--- src/rtl/cp0_vic.sv ---
// cp0_vic: coprocessor 0 with a vectored interrupt controller.
//
// Holds STATUS (IE, IM), CAUSE (IP), EPC and EBASE. It synchronises and
// edge-detects N_IRQ external lines, latches them as pending bits, and picks
// the lowest-index eligible channel. It redirects the core to
// EBASE + (channel << VEC_SHIFT), or to EPC on ERET.
//
// Ports:
//   clk, rst           clock, synchronous active-high reset
//   oper               0=NOP 1=MFC0 2=MTC0 3=ERET
//   addr_r / data_r    combinational CP0 register read
//   addr_w / data_w    CP0 register write (MTC0)
//   ir_en              MEM stage can take an interrupt this cycle
//   ir_in              asynchronous rising-edge interrupt lines
//   ret_addr           return address saved to EPC on dispatch
//   ir                 an eligible request exists
//   ir_valid           one-cycle pulse following a dispatch
//   ir_wait            eligible request held off by ir_en=0
//   ir_id              channel of the last dispatch
//   jump_en/jump_addr  registered one-cycle redirect
module cp0_vic #(
    parameter int          N_IRQ     = 4,
    parameter int          VEC_SHIFT = 4,
    parameter logic [31:0] EBASE_RST = 32'h0000_0100
) (
    input  logic             clk,
    input  logic             rst,
    input  logic [1:0]       oper,
    input  logic [4:0]       addr_r,
    output logic [31:0]      data_r,
    input  logic [4:0]       addr_w,
    input  logic [31:0]      data_w,
    input  logic             ir_en,
    input  logic [N_IRQ-1:0] ir_in,
    input  logic [31:0]      ret_addr,
    output logic             ir,
    output logic             ir_valid,
    output logic             ir_wait,
    output logic [2:0]       ir_id,
    output logic             jump_en,
    output logic [31:0]      jump_addr
);

    localparam logic [1:0]  OP_MTC0    = 2'd2;
    localparam logic [1:0]  OP_ERET    = 2'd3;
    localparam logic [31:0] EBASE_MASK = ~((32'd1 << VEC_SHIFT) - 32'd1);

    typedef enum logic [1:0] {
        S_IDLE,
        S_WAIT,
        S_JUMP
    } state_t;

    state_t             state_q, state_d;
    logic [N_IRQ-1:0]   sync1_q, sync2_q, sync3_q;
    logic               ie_q, ie_d;
    logic [N_IRQ-1:0]   im_q, im_d;
    logic [N_IRQ-1:0]   ip_q, ip_d;
    logic [31:0]        epc_q, epc_d;
    logic [31:0]        ebase_q, ebase_d;
    logic               jump_en_q, jump_en_d;
    logic [31:0]        jump_addr_q, jump_addr_d;
    logic               ir_valid_q, ir_valid_d;
    logic [2:0]         ir_id_q, ir_id_d;

    logic [N_IRQ-1:0]   rise;
    logic [N_IRQ-1:0]   eligible;
    logic               any_elig;
    logic [2:0]         winner;
    logic [N_IRQ-1:0]   ip_w1c;
    logic [N_IRQ-1:0]   ip_ack;
    logic               do_disp;
    logic               do_eret;
    logic [31:0]        vec_addr;

    always_ff @(posedge clk) begin
        if (rst) begin
            state_q     <= S_IDLE;
            sync1_q     <= '0;
            sync2_q     <= '0;
            sync3_q     <= '0;
            ie_q        <= 1'b0;
            im_q        <= '0;
            ip_q        <= '0;
            epc_q       <= '0;
            ebase_q     <= EBASE_RST;
            jump_en_q   <= 1'b0;
            jump_addr_q <= '0;
            ir_valid_q  <= 1'b0;
            ir_id_q     <= '0;
        end else begin
            state_q     <= state_d;
            sync1_q     <= ir_in;
            sync2_q     <= sync1_q;
            sync3_q     <= sync2_q;
            ie_q        <= ie_d;
            im_q        <= im_d;
            ip_q        <= ip_d;
            epc_q       <= epc_d;
            ebase_q     <= ebase_d;
            jump_en_q   <= jump_en_d;
            jump_addr_q <= jump_addr_d;
            ir_valid_q  <= ir_valid_d;
            ir_id_q     <= ir_id_d;
        end
    end

    always_comb begin
        state_d     = state_q;
        ie_d        = ie_q;
        im_d        = im_q;
        epc_d       = epc_q;
        ebase_d     = ebase_q;
        jump_en_d   = 1'b0;
        jump_addr_d = jump_addr_q;
        ir_valid_d  = 1'b0;
        ir_id_d     = ir_id_q;
        ip_w1c      = '0;
        ip_ack      = '0;

        // Edge detect on the synchronised lines (third FF holds last level).
        rise     = sync2_q & ~sync3_q;
        eligible = {N_IRQ{ie_q}} & ip_q & im_q;
        any_elig = |eligible;

        // Fixed priority: scan downwards so the lowest index wins.
        winner = '0;
        for (int i = N_IRQ - 1; i >= 0; i--) begin
            if (eligible[i]) winner = 3'(i);
        end
        vec_addr = ebase_q + ({29'd0, winner} << VEC_SHIFT);

        do_eret = (oper == OP_ERET) && (state_q != S_JUMP);
        do_disp = (oper != OP_ERET) && (state_q != S_JUMP) && ir_en && any_elig;

        if (oper == OP_MTC0) begin
            case (addr_w)
                5'd12: begin
                    ie_d = data_w[0];
                    im_d = data_w[N_IRQ+7:8];
                end
                5'd13:   ip_w1c  = data_w[N_IRQ+7:8];
                5'd14:   epc_d   = data_w;
                5'd15:   ebase_d = data_w & EBASE_MASK;
                default: ;
            endcase
        end

        // Dispatch overrides any same-cycle write to IE/EPC.
        if (do_disp) begin
            ip_ack      = N_IRQ'(1) << winner;
            epc_d       = ret_addr;
            ie_d        = 1'b0;
            ir_id_d     = winner;
            jump_addr_d = vec_addr;
            jump_en_d   = 1'b1;
            ir_valid_d  = 1'b1;
            state_d     = S_JUMP;
        end else if (do_eret) begin
            ie_d        = 1'b1;
            jump_addr_d = epc_q;
            jump_en_d   = 1'b1;
            state_d     = S_JUMP;
        end else begin
            case (state_q)
                S_JUMP:  state_d = S_IDLE;
                default: state_d = (any_elig && !ir_en) ? S_WAIT : S_IDLE;
            endcase
        end

        // A new edge beats a clear of the same bit in the same cycle.
        ip_d = (ip_q & ~ip_w1c & ~ip_ack) | rise;
    end

    always_comb begin
        data_r = '0;
        case (addr_r)
            5'd12: begin
                data_r[0]           = ie_q;
                data_r[N_IRQ+7:8]   = im_q;
            end
            5'd13:   data_r[N_IRQ+7:8] = ip_q;
            5'd14:   data_r = epc_q;
            5'd15:   data_r = ebase_q;
            default: ;
        endcase
    end

    assign ir        = any_elig;
    assign ir_wait   = (state_q == S_WAIT);
    assign ir_valid  = ir_valid_q;
    assign ir_id     = ir_id_q;
    assign jump_en   = jump_en_q;
    assign jump_addr = jump_addr_q;

endmodule

--- config.mk ---
export PLATFORM = sky130hd
export DESIGN_NAME = cp0_vic
export DESIGN_NICKNAME = d
export VERILOG_FILES = /design/src/rtl/cp0_vic.sv
export SDC_FILE = /design/constraint.sdc
export NUM_CORES = 1
export LEC_CHECK = 0
export BUFFER_PORTS_ARGS = -buffer_cell sky130_fd_sc_hd__buf_2
export CORE_ASPECT_RATIO = 1.5
export CORE_UTILIZATION = 30
export CTS_BUF_LIST = sky130_fd_sc_hd__clkbuf_4
export CTS_CLUSTER_SIZE = 8
export DETAILED_ROUTE_END_ITERATION = 16
export PLACE_DENSITY = 0.58
export SLEW_MARGIN = 5
export SYNTH_ARGS = -nofsm -noshare
export SYNTH_HDL_FRONTEND = slang
export SYNTH_SLANG_ARGS = --single-unit
export TNS_END_PERCENT = 20
--- constraint.sdc ---
create_clock -name clk -period 3 [get_ports clk]
set_input_delay 0.45 -clock clk [delete_from_list [all_inputs] [get_ports clk]]
set_output_delay 0.45 -clock clk [all_outputs]
set_load 0.01 [all_outputs]
; ---- Word-level counts from Yosys, hierarchy flattened
; Cells that the tools add are included.
[totals]
regBits = 120
out_inout_bits = 71
[op_classes]
mux = 26
add_sub_neg = 1
n_reduce_logical = 18
shifts = 1
n_bitwise = 9
eq_ne = 14
[ops]
columns = op, n
row1 = $mux W32, 5
row2 = $eq A5 B4 Y1 const B, 8
row3 = $pmux W20 S2, 1
row4 = $add A32 B7 Y32, 1
row5 = $and A4 B4 Y4, 5
row6 = $pmux W4 S4, 1
row7 = $pmux W7 S2, 1
row8 = $mux W4, 3
row9 = $not A4 Y4, 3
row10 = $reduce_bool A2 Y1, 5
row11 = $mux W3, 3
row12 = $mux W1, 8
row13 = $reduce_and A2 Y1, 4
row14 = $reduce_or A4 Y1, 2
row15 = $eq A2 B2 Y1 const B, 3
row16 = $mux W2, 3
row17 = $logic_and A1 B1 Y1, 5
row18 = $ne A2 B2 Y1 const B, 2
row19 = $or A4 B4 Y4, 1
row20 = $shl A1 B3 Y4 const A, 1
row21 = $eq A2 B1 Y1 const B, 1
row22 = $pmux W1 S2, 1
row23 = $reduce_or A2 Y1, 1
row24 = $logic_not A1 Y1, 1

; ---- Depth between registers and ports, before layout
; Gate-level depths: netlist of run 1.
[depth]
depth_word = 11
mapped_depth = 12
ltp_nobuf = 11

; ---- Least setup slack after synthesis of run 1
; OpenSTA, ideal clock, no wires.
[synth_timing]
path_type = register -> register
start = register ip_q[1]
end = register jump_addr_q[22], in the netlist jump_addr[22]
path_slack_ns = 0.676
path_buffers = 1
arrival_ns = 2.229
path_stages_with_launch = 12
setup_time_ns = 0.095
cell_sequence = dfxtp_1 a22o_1 nand2_1 and3_1 inv_1 fa_1 and3b_1 buf_4 nand4_4 nor3_1 nor2_1 a221oi_1
[synth_via]
elab_chain_len = 6
elab_cells_between_ends = 9
[synth_lines]
columns = item, line_no
row1 = from (decl), 58  ; logic [N_IRQ-1:0] ip_q, ip_d;
row2 = from (signal assigned), 98  ; ip_q <= ip_d;
row3 = $and A4 B4 Y4 (2 in a row), 123  ; eligible = {N_IRQ{ie_q}} & ip_q & im_q;
row4 = $mux W3 (2 in a row), 129  ; if (eligible[i]) winner = 3'(i);
row5 = named net winner[1], 69  ; logic [2:0] winner;
row6 = $add A32 B7 Y32, 131  ; vec_addr = ebase_q + ({29'd0, winner} << VEC_SHIFT);
row7 = $mux W32, 150  ; if (do_disp) begin
row8 = to (signal assigned), 102  ; jump_addr_q <= jump_addr_d;
row9 = to (decl), 62  ; logic [31:0] jump_addr_q, jump_addr_d;
; The timed path passes the listed nets, and every way through them passes these cells.
; A chain may end at the register's enable or synchronous reset.

; ---- Worst setup path after layout of run 1
[layout_timing]
start = register ie_q
end = register jump_addr_q[22], in the netlist jump_addr[22]
[layout_via]
elab_chain_len = 8
elab_cells_between_ends = 11
[layout_lines]
columns = item, line_no
row1 = from (decl), 56  ; logic ie_q, ie_d;
row2 = from (signal assigned), 96  ; ie_q <= ie_d;
row3 = $and A4 B4 Y4 (*) (2 in a row), 123
row4 = $mux W2, 129
row5 = $mux W3 (2 in a row), 129
row6 = $mux W3 (*), 129
row7 = named net winner[0], 69
row8 = $add A32 B7 Y32 (*), 131
row9 = $mux W32 (*), 150
; The timed path passes the listed nets; every way through them passes the cells marked *.

==> results.sh, run 1 <==
export IMPL_status="completed"
export IMPL_die_area_mm2=0.0199
export IMPL_timing_final_crit_share_pct=92.8
export IMPL_syn_area_mm2=0.00581
export IMPL_core_mm2=0.0191
export IMPL_hold_slack_ns=0.0865
export IMPL_period_needed_ns=2.78
export IMPL_timing_rr_start="ie_q$_SDFFE_PP0P_"
export IMPL_hpwl_mm=12.7
export IMPL_clock_path_buffers=2
export IMPL_die_w_um=116
export IMPL_clk_pin_slew_worst_paths_ns=0.11
export IMPL_syn_num_nets=728
export IMPL_cts_num_sinks=118
export IMPL_hp_class="in2reg"
export IMPL_ys_seq_area_share_pct=40.7
export IMPL_nFillCells=2038
export IMPL_drtIter0Drc=241
export IMPL_ys_warn_count=0
export IMPL_required_ns=3.45
export IMPL_endpoint_kind="register"
export IMPL_synth_edf_count=0
export IMPL_drt_total_wl_mm=18.1
export IMPL_clk_insertion_delay_late_ns=0.54
export IMPL_floorplan_rows=62
export IMPL_fin_worst_skew_ns=0.0198
export IMPL_hp_start="ir_en"
export IMPL_dpl_worst_slack_ns=0.184
export IMPL_grt_pass1_vias=4973
export IMPL_rsz0062_at_grt="false"
export IMPL_wl_per_cell_um=17.3
export IMPL_die_y_um=172
export IMPL_ios=154
export IMPL_critPathKind="reg2reg"
export IMPL_place_area_mm2=0.00681
export IMPL_tightestPinTransition_ns=0.601
export IMPL_synth_cell_types=53
export IMPL_power_density_mw_per_mm2=416
export IMPL_synth_cells=642
export IMPL_grt_max_degree=46
export IMPL_setup_slack_ns=0.217
export IMPL_critPathLaunch="ie_q$_SDFFE_PP0P_"
export IMPL_htree_levels=4
export IMPL_fin_util_pct=37.2
export IMPL_hold_viol=0
export IMPL_cts_tree="built"
export IMPL_layout_cells_non_filler=1046
export IMPL_gp_congestion=0.811
export IMPL_grt_pass1_wl_mm=27.8
export IMPL_drive_gt1_share_pct=28.8
export IMPL_start_util_pct=30.4
export IMPL_vdd_drop_max_mv=0.170
export IMPL_cts_root_buffer="clkbuf_4"
export IMPL_power_mw=2.95
export IMPL_synthFlopType="dfxtp_1"
export IMPL_setup_viol=0
export IMPL_ys_seq_elements=118
export IMPL_leakage_nw=3.29
export IMPL_start_kind="register"
export IMPL_grt_overflow=0
export IMPL_drtPass1Iterations=4
export IMPL_synth_async_reset_ratio_pct=0
export IMPL_cts_buffers=17
export IMPL_vias_per_cell=4.96
export IMPL_fin_nets=863
export IMPL_fmax_mhz=359
export IMPL_slew_viol_final=0
export IMPL_dp_cells=1014
export IMPL_antenna_found_initial=1
export IMPL_tns_ns=0
export IMPL_vias=5188
export IMPL_port_buffers=152
export IMPL_cts_post_setup_buffers_inserted=0
export IMPL_critPathMaxFanout=10
export IMPL_area_delta_synth_final_pct=22.1
export IMPL_syn_area_per_cell_um2=9.05
export IMPL_drc_errors=0
export IMPL_grt_total_usage_pct=18.8
export IMPL_relSlewSlack_pct=59.6
export IMPL_crit_arrival_ns=3.23
export IMPL_stdcell_area_mm2=0.00709
export IMPL_cap_violations=0
export IMPL_drt_antenna_violating_nets=0
[registers in the layout, summed over array words and instances, names as in the netlist]
name,cells
ir_id,2
sync3_q,4
epc_q,32
state_q,2
sync1_q,4
ie_q,1
ir_valid,1
jump_addr,32
ip_q,4
ebase_q,28
sync2_q,4
im_q,4
[worst max-delay path, cell delays in order (launching register included)]
cell and delay, ns:
dfxtp_1 0.51, nand2_1 0.09, a21oi_1 0.27, ha_1 0.25, inv_1 0.06, fa_1 0.40
and3b_2 0.36, nand4_4 0.19, nor3_1 0.22, nor2_1 0.06, a221oi_1 0.29
[final cells by class]
type / instances / area (um2) / area share, %
Antenna cell: 2 / 5.00 / 0.0706
Clock buffer: 19 / 143 / 2.01
Clock inverter: 11 / 135 / 1.91
Inverter: 12 / 45.0 / 0.635
Multi-Input combinational cell: 462 / 3170 / 44.8
Sequential cell: 118 / 2360 / 33.3
Tap cell: 256 / 320 / 4.52
Timing Repair Buffer: 166 / 906 / 12.8
[power breakdown]
group | leakage, nW | switching [mW] | internal, mW
combinational | 2.19 | 0.105 | 0.0769
clock | 0.145 | 0.598 | 0.576
sequential | 0.954 | 0.0123 | 1.58
total | 3.29 | 0.716 | 2.23
[synth_stat cells (2+ instances only)]
library cell,count,share of area [%]
buf_2,20,1.7
clkbuf_1,16,1.0
buf_6,2,0.39
nand2_1,76,4.9
nor4_4,2,0.73
nand2b_1,4,0.43
nor2b_1,19,2.0
a22o_1,28,4.2
o21ai_0,2,0.17
nor3_1,17,1.5
mux4_2,3,1.2
o2bb2ai_1,2,0.30
and2_1,5,0.54
and3b_1,2,0.30
a31oi_1,2,0.22
nor2_1,82,5.3
nand4_1,4,0.43
ha_1,2,0.43
mux2i_1,70,12
xnor2_1,21,3.2
nand3b_1,2,0.26
a31o_2,12,1.8
a211oi_1,34,4.4
nand3_1,12,1.0
nor4b_1,2,0.30
a311oi_1,12,1.8
dfxtp_1,118,41
a21oi_1,17,1.5
xor2_1,3,0.45
buf_4,7,0.90
and3_1,5,0.54
inv_1,12,0.78
buf_1,5,0.32
o21a_1,3,0.39
[placed cells by master (no fill, tap or decap), drive strengths merged, types with 12 or more instances in the layout]
| master | synthesis | layout |
|---|---|---|
| nor2b | 19 | 19 |
| inv | 12 | 12 |
| clkbuf | 16 | 19 |
| buf | 34 | 166 |
| xnor2 | 21 | 21 |
| dfxtp | 118 | 118 |
| a21oi | 18 | 18 |
| nand3 | 12 | 12 |
| mux2i | 70 | 70 |
| a31o | 12 | 12 |
| a22o | 28 | 28 |
| nor3 | 17 | 17 |
| a311oi | 12 | 12 |
| nand2 | 77 | 77 |
| a211oi | 34 | 34 |
| nor2 | 82 | 82 |
[repair_timing]
item	in CTS	in global routing
hold buffers	0	0
endpoints found under the setup margin	0	4
gates resized for setup	0	1
[layer usage]
metal	wire, um	global-route usage (%)	vias up
met5	0	0	-
met4	401	7.64	0
met3	864	4.73	26
met2	9550	33.8	138
met1	7250	20.9	2475
li1	-	-	2549
[cell families after synthesis]
family	share of synthesized area (%)
and+or+nand+nor	20.3
AOI/OAI and AO/OA	15.7
DFF	40.7
muxes	13.7
buffers and inverters	5.15
xor gates and xnor gates	3.62
adders and majority gates	0.775
other	0.0646
[path summary, 6_finish.rpt]
| path | to | slack (ns) | depth (start not counted) |
|---|---|---|---|
| worst min register to register | sync2_q[2]$_SDFF_PP0_ | 0.45 | 1 |
| worst max register to register | jump_addr[22]$_SDFFE_PP0P_ | 0.22 | 10 |
| worst max-delay path | jump_addr[22]$_SDFFE_PP0P_ | 0.22 | 10 |
| worst min-delay path | state_q[0]$_SDFF_PP0_ | 0.09 | 2 |
(Power assumes the default switching activity.)
==> run 2, diff against run 1 <==
ABC_AREA = 1   (was not set)
==> run 2 against run 1 <==
Fmax is 5.4% higher; routed wire length is 27% higher; sequential power hardly changed; via count is 26% higher; sequential share of layout area is 0.46 points lower; global-route usage is 4.4 points higher; area after synthesis is 1.4% higher; register-to-register slack better by 0.14 ns; die area is 1.4% higher; combinational power is 18% higher; sequential cell count stayed put; critical endpoint is now jump_addr[18]$_SDFFE_PP0P_; largest power group unchanged.
==> results.sh, run 2 <==
export IMPL_clk_insertion_delay_late_ns=0.56
export IMPL_drt_antenna_violating_nets=0
export IMPL_hold_slack_ns=0.0707
export IMPL_drtIter0Drc=416
export IMPL_cts_num_sinks=118
export IMPL_synth_edf_count=0
export IMPL_syn_num_nets=976
export IMPL_grt_pass1_wl_mm=34.1
export IMPL_antenna_found_initial=1
export IMPL_grt_total_usage_pct=23.2
export IMPL_vias=6518
export IMPL_tightestPinTransition_ns=0.768
export IMPL_required_ns=3.46
export IMPL_power_density_mw_per_mm2=412
export IMPL_fmax_mhz=379
export IMPL_cts_buffers=17
export IMPL_setup_viol=0
export IMPL_synth_top_cell_area_share_pct=40.1
export IMPL_ys_warn_count=0
export IMPL_hpwl_mm=17.2
export IMPL_hold_viol=0
export IMPL_start_util_pct=30.7
export IMPL_synthFlopType="dfxtp_1"
export IMPL_syn_area_per_cell_um2=6.62
export IMPL_period_needed_ns=2.64
export IMPL_synth_async_reset_ratio_pct=0
export IMPL_yosysMostFrequentCell="nand2_1"
export IMPL_endpoint_kind="register"
export IMPL_die_y_um=174
export IMPL_drtPass1Iterations=5
export IMPL_cts_root_buffer="clkbuf_4"
export IMPL_yosysTopAreaCell="dfxtp_1"
export IMPL_critPathMaxFanout=7
export IMPL_fin_worst_skew_ns=0.0182
export IMPL_htree_levels=4
export IMPL_vdd_drop_max_mv=0.188
export IMPL_holdBufCountCts=0
export IMPL_grt_pass1_vias=6227
export IMPL_cts_tree="built"
export IMPL_drt_total_wl_mm=22.9
export IMPL_synth_area_top_cells="dfxtp_1 (40%), nand2_1 (12%), o21ai_0 (10%)"
export IMPL_synth_cells=890
export IMPL_grt_max_degree=56
export IMPL_start_kind="register"
export IMPL_layout_common_cells="nand2_1 (194), buf_2 (152), o21ai_0 (120), dfxtp_1 (118), inv_1 (101)"
export IMPL_gp_congestion=0.963
export IMPL_leakage_nw=2.97
export IMPL_ios=154
export IMPL_layout_cells_non_filler=1303
export IMPL_cts_resized=0
export IMPL_fin_nets=1119
export IMPL_dp_cells=1270
export IMPL_cap_violations=0
export IMPL_grt_overflow=0
export IMPL_die_w_um=116
export IMPL_timing_final_crit_share_pct=88.0
export IMPL_critPathKind="reg2reg"
export IMPL_vias_per_cell=5.00
export IMPL_status="completed"
export IMPL_crit_arrival_ns=3.10
export IMPL_synth_cell_types=37
export IMPL_area_delta_synth_final_pct=22.1
export IMPL_core_mm2=0.0192
export IMPL_floorplan_rows=62
export IMPL_drive_gt1_share_pct=20.4
export IMPL_die_area_mm2=0.0202
export IMPL_ys_top_cells_by_count="nand2_1 (194), o21ai_0 (120), dfxtp_1 (118), inv_1 (101), a21oi_1 (84)"
export IMPL_ys_seq_elements=118
export IMPL_hp_class="in2reg"
export IMPL_clock_path_buffers=2
export IMPL_rsz0062_at_grt="false"
export IMPL_slew_viol_final=0
export IMPL_drc_errors=0
export IMPL_cts_post_setup_buffers_inserted=0
export IMPL_ys_seq_area_share_pct=40.1
export IMPL_syn_area_mm2=0.00589
export IMPL_tns_ns=0
export IMPL_wl_per_cell_um=17.6
export IMPL_relSlewSlack_pct=48.7
export IMPL_clk_pin_slew_worst_paths_ns=0.12
export IMPL_port_buffers=152
export IMPL_layout_commonest_cell="nand2_1"
-- run 2: cell types whose count changed in the layout (fill, tap and decap cells not counted), moves of 21 or more --
cell      delta
nand2_1    +118
o21ai_0    +118
inv_1       +89
mux2i_1     -70
a21oi_1     +67
nand3_1     +64
a211oi_1    -34
a22o_1      -28
xnor2_1     -21
-- run 2: stage by stage --
step / power [mW] / utilization [%] / instance area [um2] / setup slack, ns
floorplan: 1.73 / - / 5890 / 0.736
global placement: 1.85 / 36.1 / 6920 / 0.505
detailed placement: 1.85 / 36.1 / 6920 / 0.443
CTS: 2.99 / 37.5 / 7190 / 0.421
global route: 3.08 / 37.5 / 7190 / 0.123
finish: 2.96 / 37.5 / 7190 / 0.361
-- run 2: logic make-up (layout without fill, tap and decap cells) --
kind of cell / Yosys count / count (layout) / share of synthesized area [%]
AOI/OAI and AO/OA: 250 / 250 / 22.5
xor gates and xnor gates: 7 / 7 / 1.04
adders and majority gates: 3 / 3 / 0.765
buffers and inverters: 152 / 308 / 10.3
DFF: 118 / 118 / 40.1
other: 1 / 2 / 0.0637
and+or+nand+nor: 359 / 359 / 25.3
-- run 2: layout make-up --
cell class / count / area, um2
fillers: 2164 / 12000
multi-input cells: 620 / 2920
flip-flops and latches: 118 / 2360
repair buffers: 172 / 923
inverters: 104 / 390
well taps: 256 / 320
clock inverters: 14 / 136
clock buffers: 18 / 135
diodes: 1 / 2.50
-- run 2: layer usage --
layer / wire length [um] / track usage [%]
met1: 8610 / 24.3
met2: 11900 / 42.0
met3: 1060 / 4.37
met4: 1310 / 13.6
met5: 0 / 0
-- run 2: worst paths after layout --
kind	start	to	slack [ns]	depth (start not counted)
max reg2reg	ie_q$_SDFFE_PP0P_	jump_addr[18]$_SDFFE_PP0P_	0.36	14
min	ir_en	state_q[0]$_SDFF_PP0_	0.07	2
min reg2reg	sync1_q[3]$_SDFF_PP0_	sync2_q[3]$_SDFF_PP0_	0.41	2
max	ie_q$_SDFFE_PP0P_	jump_addr[18]$_SDFFE_PP0P_	0.36	14
-- run 2: critical path: stages (launching register included) --
cell,delay [ns]
dfxtp_1,0.39
nand3_1,0.13
nand4_1,0.12
a21oi_1,0.22
ha_1,0.20
inv_1,0.05
fa_1,0.39
nor2_1,0.20
nand2_1,0.20
inv_1,0.18
nand3_1,0.11
nor2_1,0.12
nand3_1,0.08
nand2_1,0.07
o21bai_1,0.06
-- run 2: power breakdown --
group | internal, mW | total [mW] | leakage [nW] | switching (mW)
Clock | 0.492 | 1.15 | 0.141 | 0.654
Combinational | 0.0752 | 0.214 | 1.88 | 0.139
Sequential | 1.59 | 1.60 | 0.954 | 0.0163
Total | 2.15 | 2.96 | 2.97 | 0.810
==> run 3, diff against run 2 <==
ABC_AREA = not set   (was 1)
CORE_UTILIZATION = 38   (was 30)
PLACE_DENSITY = 0.69   (was 0.58)
SETUP_SLACK_MARGIN = 0.4   (was not set)
==> run 3 against run 2 <==
Utilization increased by 9.4 points; count of clock-buffer cells in the layout unchanged; clock power increased by 9%; routed wire length decreased by 26%.
==> results.sh, run 3 (synthesis gave the netlist of run 1 again) <==
export IMPL_crit_arrival_ns=2.81
export IMPL_drt_total_wl_mm=16.9
export IMPL_rsz0062_at_grt="false"
export IMPL_drive_gt1_share_pct=29.5
export IMPL_hpwl_mm=11.9
export IMPL_grt_overflow=0
export IMPL_fin_nets=861
export IMPL_drc_errors=0
export IMPL_vdd_drop_max_mv=0.227
export IMPL_wl_per_cell_um=17.1
export IMPL_vias_per_cell=5.28
export IMPL_critPathKind="reg2reg"
export IMPL_place_area_mm2=0.00670
export IMPL_die_y_um=153
export IMPL_nFillCells=1527
export IMPL_fin_worst_skew_ns=0.0139
export IMPL_floorplan_rows=55
export IMPL_drtPass1Iterations=4
export IMPL_grt_max_degree=48
export IMPL_multi_input_area_mm2=0.00319
export IMPL_die_w_um=103
export IMPL_grt_total_usage_pct=22.3
export IMPL_period_needed_ns=2.41
export IMPL_required_ns=3.40
export IMPL_critPathLaunch="im_q[2]$_SDFFE_PP0P_"
export IMPL_setup_slack_ns=0.595
export IMPL_stdcell_area_mm2=0.00703
export IMPL_status="completed"
export IMPL_vias=5214
export IMPL_clock_path_buffers=2
export IMPL_start_kind="register"
export IMPL_fmax_mhz=416
export IMPL_drt_antenna_violating_nets=0
export IMPL_fin_util_pct=46.9
export IMPL_antenna_found_initial=1
export IMPL_power_density_mw_per_mm2=429
export IMPL_cts_num_sinks=118
export IMPL_layout_cells_non_filler=987
export IMPL_core_mm2=0.0150
export IMPL_hp_start="ir_en"
export IMPL_hold_viol=0
export IMPL_drtIter0Drc=196
export IMPL_timing_rr_start="im_q[2]$_SDFFE_PP0P_"
export IMPL_tns_ns=0
export IMPL_htree_levels=4
export IMPL_cts_tree="built"
export IMPL_regArea_mm2=0.00237
export IMPL_start_util_pct=38.7
export IMPL_dp_cells=955
export IMPL_cts_root_buffer="clkbuf_4"
export IMPL_grt_pass1_vias=5185
export IMPL_dpl_worst_slack_ns=0.401
export IMPL_cts_post_setup_buffers_inserted=0
export IMPL_setup_viol=0
export IMPL_clk_pin_slew_worst_paths_ns=0.10
export IMPL_cts_buffers=17
export IMPL_endpoint_kind="register"
export IMPL_clk_insertion_delay_late_ns=0.52
export IMPL_critPathMaxFanout=9
export IMPL_area_delta_synth_final_pct=21.1
export IMPL_leakage_nw=3.29
export IMPL_timing_final_crit_share_pct=80.2
export IMPL_relSlewSlack_pct=47.9
export IMPL_cap_violations=0
export IMPL_port_buffers=152
export IMPL_layout_common_cells="buf_2 (151), dfxtp_1 (114), nor2_1 (81), nand2_1 (76), mux2i_1 (70)"
export IMPL_gp_congestion=0.902
export IMPL_ios=154
export IMPL_grt_pass1_wl_mm=26.8
export IMPL_slew_viol_final=0
export IMPL_tightestPinTransition_ns=0.770
export IMPL_hp_class="in2reg"
export IMPL_die_area_mm2=0.0158
export IMPL_layout_commonest_cell="buf_2"
==> run 3: worst max-delay path: stages (launching register included) <==
cell	delay (ns)
dfxtp_2	0.36
nand2_1	0.06
nand3_1	0.10
a21oi_2	0.21
ha_2	0.21
inv_1	0.05
fa_2	0.34
and3b_2	0.29
nand4_4	0.16
nor3_1	0.28
xnor2_1	0.15
a21oi_1	0.08
==> run 3: area by class of cell <==
cell class | instances | share of cell area, %
well taps | 199 | 3.54
inverters | 12 | 0.640
repair buffers | 164 | 12.5
clock buffers | 18 | 1.92
clock inverters | 13 | 2.31
multi-input cells | 462 | 45.4
flip-flops and latches | 118 | 33.7
diodes | 1 | 0.0356
==> run 3: report_power, final <==
part           leakage, nW  total (mW)  internal (mW)  switching, mW
Combinational         2.17       0.179         0.0757          0.103
Clock                0.163        1.25          0.650          0.597
Sequential           0.955        1.59           1.58         0.0124
==> run 3: worst paths after layout <==
check	depth (start not counted)	to	slack (ns)
worst max-delay path	11	jump_addr[26]$_SDFFE_PP0P_	0.59
worst min register to register	1	sync2_q[3]$_SDFF_PP0_	0.45
worst min-delay path	2	state_q[0]$_SDFF_PP0_	0.10
worst max register to register	11	jump_addr[26]$_SDFFE_PP0P_	0.59
==> run 3: timing repair <==
| action | 4_1_cts | 5_1_grt |
|---|---|---|
| endpoints found under the setup margin | 5 | 12 |
| resized for setup | 2 | 9 |
| pin swaps | 0 | 3 |
| endpoints found under the hold margin | 0 | 0 |
| hold buffers | 0 | 0 |
==> run 3: metal layers <==
| metal | GRT usage (%) | wire length (um) |
|---|---|---|
| met5 | 0 | 0 |
| met4 | 11.7 | 645 |
| met3 | 5.26 | 895 |
| met2 | 38.8 | 8830 |
| met1 | 24.6 | 6550 |
==> run 3: stage by stage <==
stage                     hold WS, ns  power (mW)
after floorplan                 0.414        1.71
after global placement          0.422        1.81
after detailed placement        0.428        1.81
after CTS                      0.0491        3.04
after global routing           0.0601        3.13
final                           0.103        3.02
